[src/rtl/serial_adder_sched.sv]
// Two-requester round-robin scheduler around a single bit-serial full adder (LSB first).
// Optional subtract mode is enabled by defining SERIAL_ADDER_SUB_EN.
module serial_adder_sched #(
  parameter int unsigned WIDTH = 4
) (
  input  logic             clock,
  input  logic             reset,
  input  logic             req0_valid,
  input  logic [WIDTH-1:0] req0_a,
  input  logic [WIDTH-1:0] req0_b,
  output logic             req0_ready,
  input  logic             req1_valid,
  input  logic [WIDTH-1:0] req1_a,
  input  logic [WIDTH-1:0] req1_b,
  output logic             req1_ready,
`ifdef SERIAL_ADDER_SUB_EN
  input  logic             req0_sub,
  input  logic             req1_sub,
  output logic             res_sub,
`endif
  output logic             res_valid,
  output logic [WIDTH-1:0] res_sum,
  output logic             res_cout,
  output logic             res_id,
  input  logic             res_ready,
  output logic             busy
);

  localparam int unsigned CntW = (WIDTH > 1) ? $clog2(WIDTH) : 1;

  typedef enum logic [1:0] {StIdle, StAdd, StHold} state_e;

  state_e           state_q, state_d;
  logic [WIDTH-1:0] a_sh_q, a_sh_d;
  logic [WIDTH-1:0] b_sh_q, b_sh_d;
  logic [WIDTH-1:0] sum_q, sum_d;
  logic             carry_q, carry_d;
  logic [CntW-1:0]  cnt_q, cnt_d;
  logic             id_q, id_d;
  logic             last_grant_q, last_grant_d;
  logic             grant;
  logic             accept;
  logic             sub_sel;
  logic             s_bit;
  logic [WIDTH-1:0] a_sel, b_sel;

`ifdef SERIAL_ADDER_SUB_EN
  logic sub_q, sub_d;
  assign sub_sel = grant ? req1_sub : req0_sub;
  assign res_sub = sub_q;
`else
  assign sub_sel = 1'b0;
`endif

  // Round-robin: on contention the requester not granted last time wins.
  always_comb begin
    grant = 1'b0;
    if (req0_valid && req1_valid) begin
      grant = ~last_grant_q;
    end else if (req1_valid) begin
      grant = 1'b1;
    end
  end

  assign accept     = (state_q == StIdle) && (req0_valid || req1_valid);
  assign req0_ready = accept && !grant;
  assign req1_ready = accept && grant;
  assign a_sel      = grant ? req1_a : req0_a;
  assign b_sel      = grant ? req1_b : req0_b;

  always_comb begin
    state_d      = state_q;
    a_sh_d       = a_sh_q;
    b_sh_d       = b_sh_q;
    sum_d        = sum_q;
    carry_d      = carry_q;
    cnt_d        = cnt_q;
    id_d         = id_q;
    last_grant_d = last_grant_q;
    s_bit        = 1'b0;
`ifdef SERIAL_ADDER_SUB_EN
    sub_d        = sub_q;
`endif
    unique case (state_q)
      StIdle: begin
        if (accept) begin
          a_sh_d       = a_sel;
          // Subtract as A + ~B + 1.
          b_sh_d       = sub_sel ? ~b_sel : b_sel;
          carry_d      = sub_sel;
          cnt_d        = '0;
          id_d         = grant;
          last_grant_d = grant;
`ifdef SERIAL_ADDER_SUB_EN
          sub_d        = sub_sel;
`endif
          state_d      = StAdd;
        end
      end
      StAdd: begin
        s_bit   = a_sh_q[0] ^ b_sh_q[0] ^ carry_q;
        carry_d = (a_sh_q[0] & b_sh_q[0]) | (a_sh_q[0] & carry_q) | (b_sh_q[0] & carry_q);
        a_sh_d  = a_sh_q >> 1;
        b_sh_d  = b_sh_q >> 1;
        sum_d   = {s_bit, sum_q[WIDTH-1:1]};
        cnt_d   = cnt_q + CntW'(1);
        if (cnt_q == CntW'(WIDTH - 1)) begin
          state_d = StHold;
        end
      end
      StHold: begin
        if (res_ready) begin
          state_d = StIdle;
        end
      end
      default: state_d = StIdle;
    endcase
  end

  always_ff @(posedge clock or negedge reset) begin
    if (!reset) begin
      state_q      <= StIdle;
      a_sh_q       <= '0;
      b_sh_q       <= '0;
      sum_q        <= '0;
      carry_q      <= 1'b0;
      cnt_q        <= '0;
      id_q         <= 1'b0;
      last_grant_q <= 1'b1;
`ifdef SERIAL_ADDER_SUB_EN
      sub_q        <= 1'b0;
`endif
    end else begin
      state_q      <= state_d;
      a_sh_q       <= a_sh_d;
      b_sh_q       <= b_sh_d;
      sum_q        <= sum_d;
      carry_q      <= carry_d;
      cnt_q        <= cnt_d;
      id_q         <= id_d;
      last_grant_q <= last_grant_d;
`ifdef SERIAL_ADDER_SUB_EN
      sub_q        <= sub_d;
`endif
    end
  end

  assign res_valid = (state_q == StHold);
  assign res_sum   = sum_q;
  assign res_cout  = carry_q;
  assign res_id    = id_q;
  assign busy      = (state_q != StIdle);

endmodule

[config.mk]
export PLATFORM = sky130hd
export DESIGN_NAME = serial_adder_sched
export DESIGN_NICKNAME = d
export VERILOG_FILES = /design/src/rtl/serial_adder_sched.sv
export SDC_FILE = /design/constraint.sdc
export NUM_CORES = 1
export LEC_CHECK = 0
export BUFFER_PORTS_ARGS = -buffer_cell sky130_fd_sc_hd__buf_2
export CORE_MARGIN = 10
export CORE_UTILIZATION = 53
export DETAILED_ROUTE_END_ITERATION = 8
export PLACE_DENSITY = 0.82
export SYNTH_ARGS = -nofsm -noshare
export SYNTH_HDL_FRONTEND = slang
export SYNTH_SLANG_ARGS = --single-unit
[constraint.sdc]
create_clock -name clock -period 1.8 [get_ports clock]
set_input_delay 0.36 -clock clock [delete_from_list [all_inputs] [get_ports clock]]
set_output_delay 0.36 -clock clock [all_outputs]
set_load 0.01 [all_outputs]
==> metrics.txt <==
Peak VDD IR=0.0008806 V; fin crit period=1.678 ns; status=finished, final reports clean; Pwr Total=1.888 mW; Detailed Routing Iterations Pass 1=4; WP data required=1.44 ns; most frequent cells in the layout=buf_2 (30), nand2_1 (18), dfrtp_1 (17); net switching power=0.7622 mW; Initial Util=56.81%; R2R Setup Slk=0.43 ns; GR Util All Layers=10.88%; Final Max Tran Viols=0; I/O Pins=31; HPWL Detailed=1772 µm; Worst Max-Slew Pin Slew=0.4330 ns; fin crit share=93.23%; IO Port Bufs=30; sequential element share of the synthesized area=47.57%; Post-Syn Area=0.001002 mm²; Clock Sinks=19; sequential share of power=41.7%; die width=63.49 µm; Hold Path Sink=last_grant_q; maximum clock rate=595.9 MHz; most common cell after layout, fill and taps aside=buf_2; TritonCTS Buffers=3; Setup crit end kind=output pin; Seq cells post-synth=19; fin util=67.80%; ANT cells=0; WS Path Type=reg2out; initial antenna violation count=0; Sw Ratio=40.37%; H-Tree Depth=1; Pint=1.126 mW; Area contributors post-synth=dfrtp_1 (45%), mux2i_1 (10%), o211ai_2 (7.5%); CP cell instances=nor2_4 > o21ai_2 > nor2_1 > buf_2; Critical R2R Capture=b_sh_q[1]; first-pass GRT wire length=3650 µm; Final ANT Viol Nets=0; max-cap viol count=0; CP max stage delay=0.48 ns; GPL Wtd Cong=0.8207; final wirelength=2183 µm; skew final=0.002602 ns; WP depth=4; Worst-Skew Late Latency=0.30 ns; fillers=148; Syn-to-layout area delta=19.35%; RSZ-0062 raised after global routing=no; Core ar.=0.001764 mm²; post-synth cell types=24; Clk pwr share=11.5%; number of enable flip-flop cells after synthesis=0; CP top delay family=flip-flops; Post-Syn Instances=92; FP Rows=15; Initial DRC Count=24; Reg2Reg Depth=4; Mean Syn Cell Area=10.89 µm²; ys flop type=dfrtp_1; Final setup viols=0; Worst setup SP type=register; GRT overflow=0; setup TNS=0 ns; Total Nets Final=149; Fin. Hold Viols=0; crit-path max FO=5; power density over cell area=1578 mW/mm²; die area=0.004030 mm²; Reg clk slew, reported paths=0.11 ns; Syn Nets=115; Post-synth ARST share=100.0%; layout cells sized above 1=41.60%; hold path start=req0_valid; Gate power share=46.8%; final hold slack=0.2795 ns; drt drc=0; buffer and inverter count on the worst path=1; Synth top area share=44.94%; P_leak=0.6161 nW; synth warn=0; Hold Crit Class=in2reg; Vias=765; post-synth top area cell=dfrtp_1; CTS Root Cell=clkbuf_4; reg2reg start=state_q[0]; Slew headroom=71.07%; CTS tree=yes; Die H=63.49 µm; largest net degree at the start of global routing=20; number of vias per cell=5.100; CP max stage cell=dfrtp_1; vias in the first global route=782; hold depth=2; CP arrival=1.32 ns; Max clock buf depth=2; routed length per placed instance=14.55 µm
worst max-delay path by stage:
stage               startpoint          to  slack [ns]
finish              state_q[0]  req0_ready        0.12
global route        state_q[0]  req0_ready        0.02
CTS                 state_q[1]  req0_ready        0.09
detailed placement  req1_valid   b_sh_q[0]        0.36
global placement    req1_valid   b_sh_q[0]        0.43
floorplan           state_q[0]  req0_ready        0.41
cells in the mapped netlist (all sizes together) (2+ instances only):
library cell and count:
a31o 2, mux2i 10, o211ai 6, o21ai 11, dfrtp 18, inv 5
and2 2, nor2b 2, buf 5, nand2 18, nor2 3
layer usage:
metal  GRT usage (%)  vias up  wire length, µm
met5               0        -                0
met4           1.639        0                8
met3           4.770        2              146
met2           17.59       25             1038
met1           13.18      357              989
li1                -      381                -
power by group through the flow:
stage | combinational (mW) | sequential, mW | clock, mW
after floorplan | 0.687 | 0.778 | 0
after global placement | 0.867 | 0.783 | 0
after detailed placement | 0.901 | 0.789 | 0
after CTS | 0.905 | 0.786 | 0.227
after global routing | 1.01 | 0.818 | 0.244
final | 0.884 | 0.787 | 0.218
state kept, by name, summed over array words and instances (netlist names):
register / cells
res_id: 1
res_cout: 1
res_sum: 4
state_q: 2
last_grant_q: 1
cnt_q: 2
b_sh_q: 4
a_sh_q: 4
through the flow:
step           area, µm²  std cells  setup WS, ns
2_1_floorplan       1002         92        0.4147
3_3_place_gp        1157        145        0.4347
3_5_place_dp        1157        145        0.3614
4_1_cts             1195        150       0.08844
5_1_grt             1196        150       0.01583
6_report            1196        150        0.1218
cell families after synthesis:
family          after synthesis  synth area share (%)
fa+ha+maj                     2                 3.246
flops                        19                 47.57
mux                          10                 9.988
simple gates                 27                 13.48
compound gates               24                 18.98
buf+inv                      10                 6.741
area by class of cell:
type	count	area [µm²]	share of cell area, %
inverters	5	18.77	1.569
repair buffers	34	182.7	15.27
clock buffers	3	22.52	1.883
multi-input cells	63	457.9	38.28
well taps	25	31.28	2.615
clock inverters	1	5.005	0.4184
flip-flops and latches	19	478.0	39.96
timing repair:
action,CTS,global route
setup endpoints to repair,0,1
resized for setup,0,1
hold endpoints to repair,18,0
setup buffers,0,0
hold buffers,1,0
(Power assumes the default switching activity.)
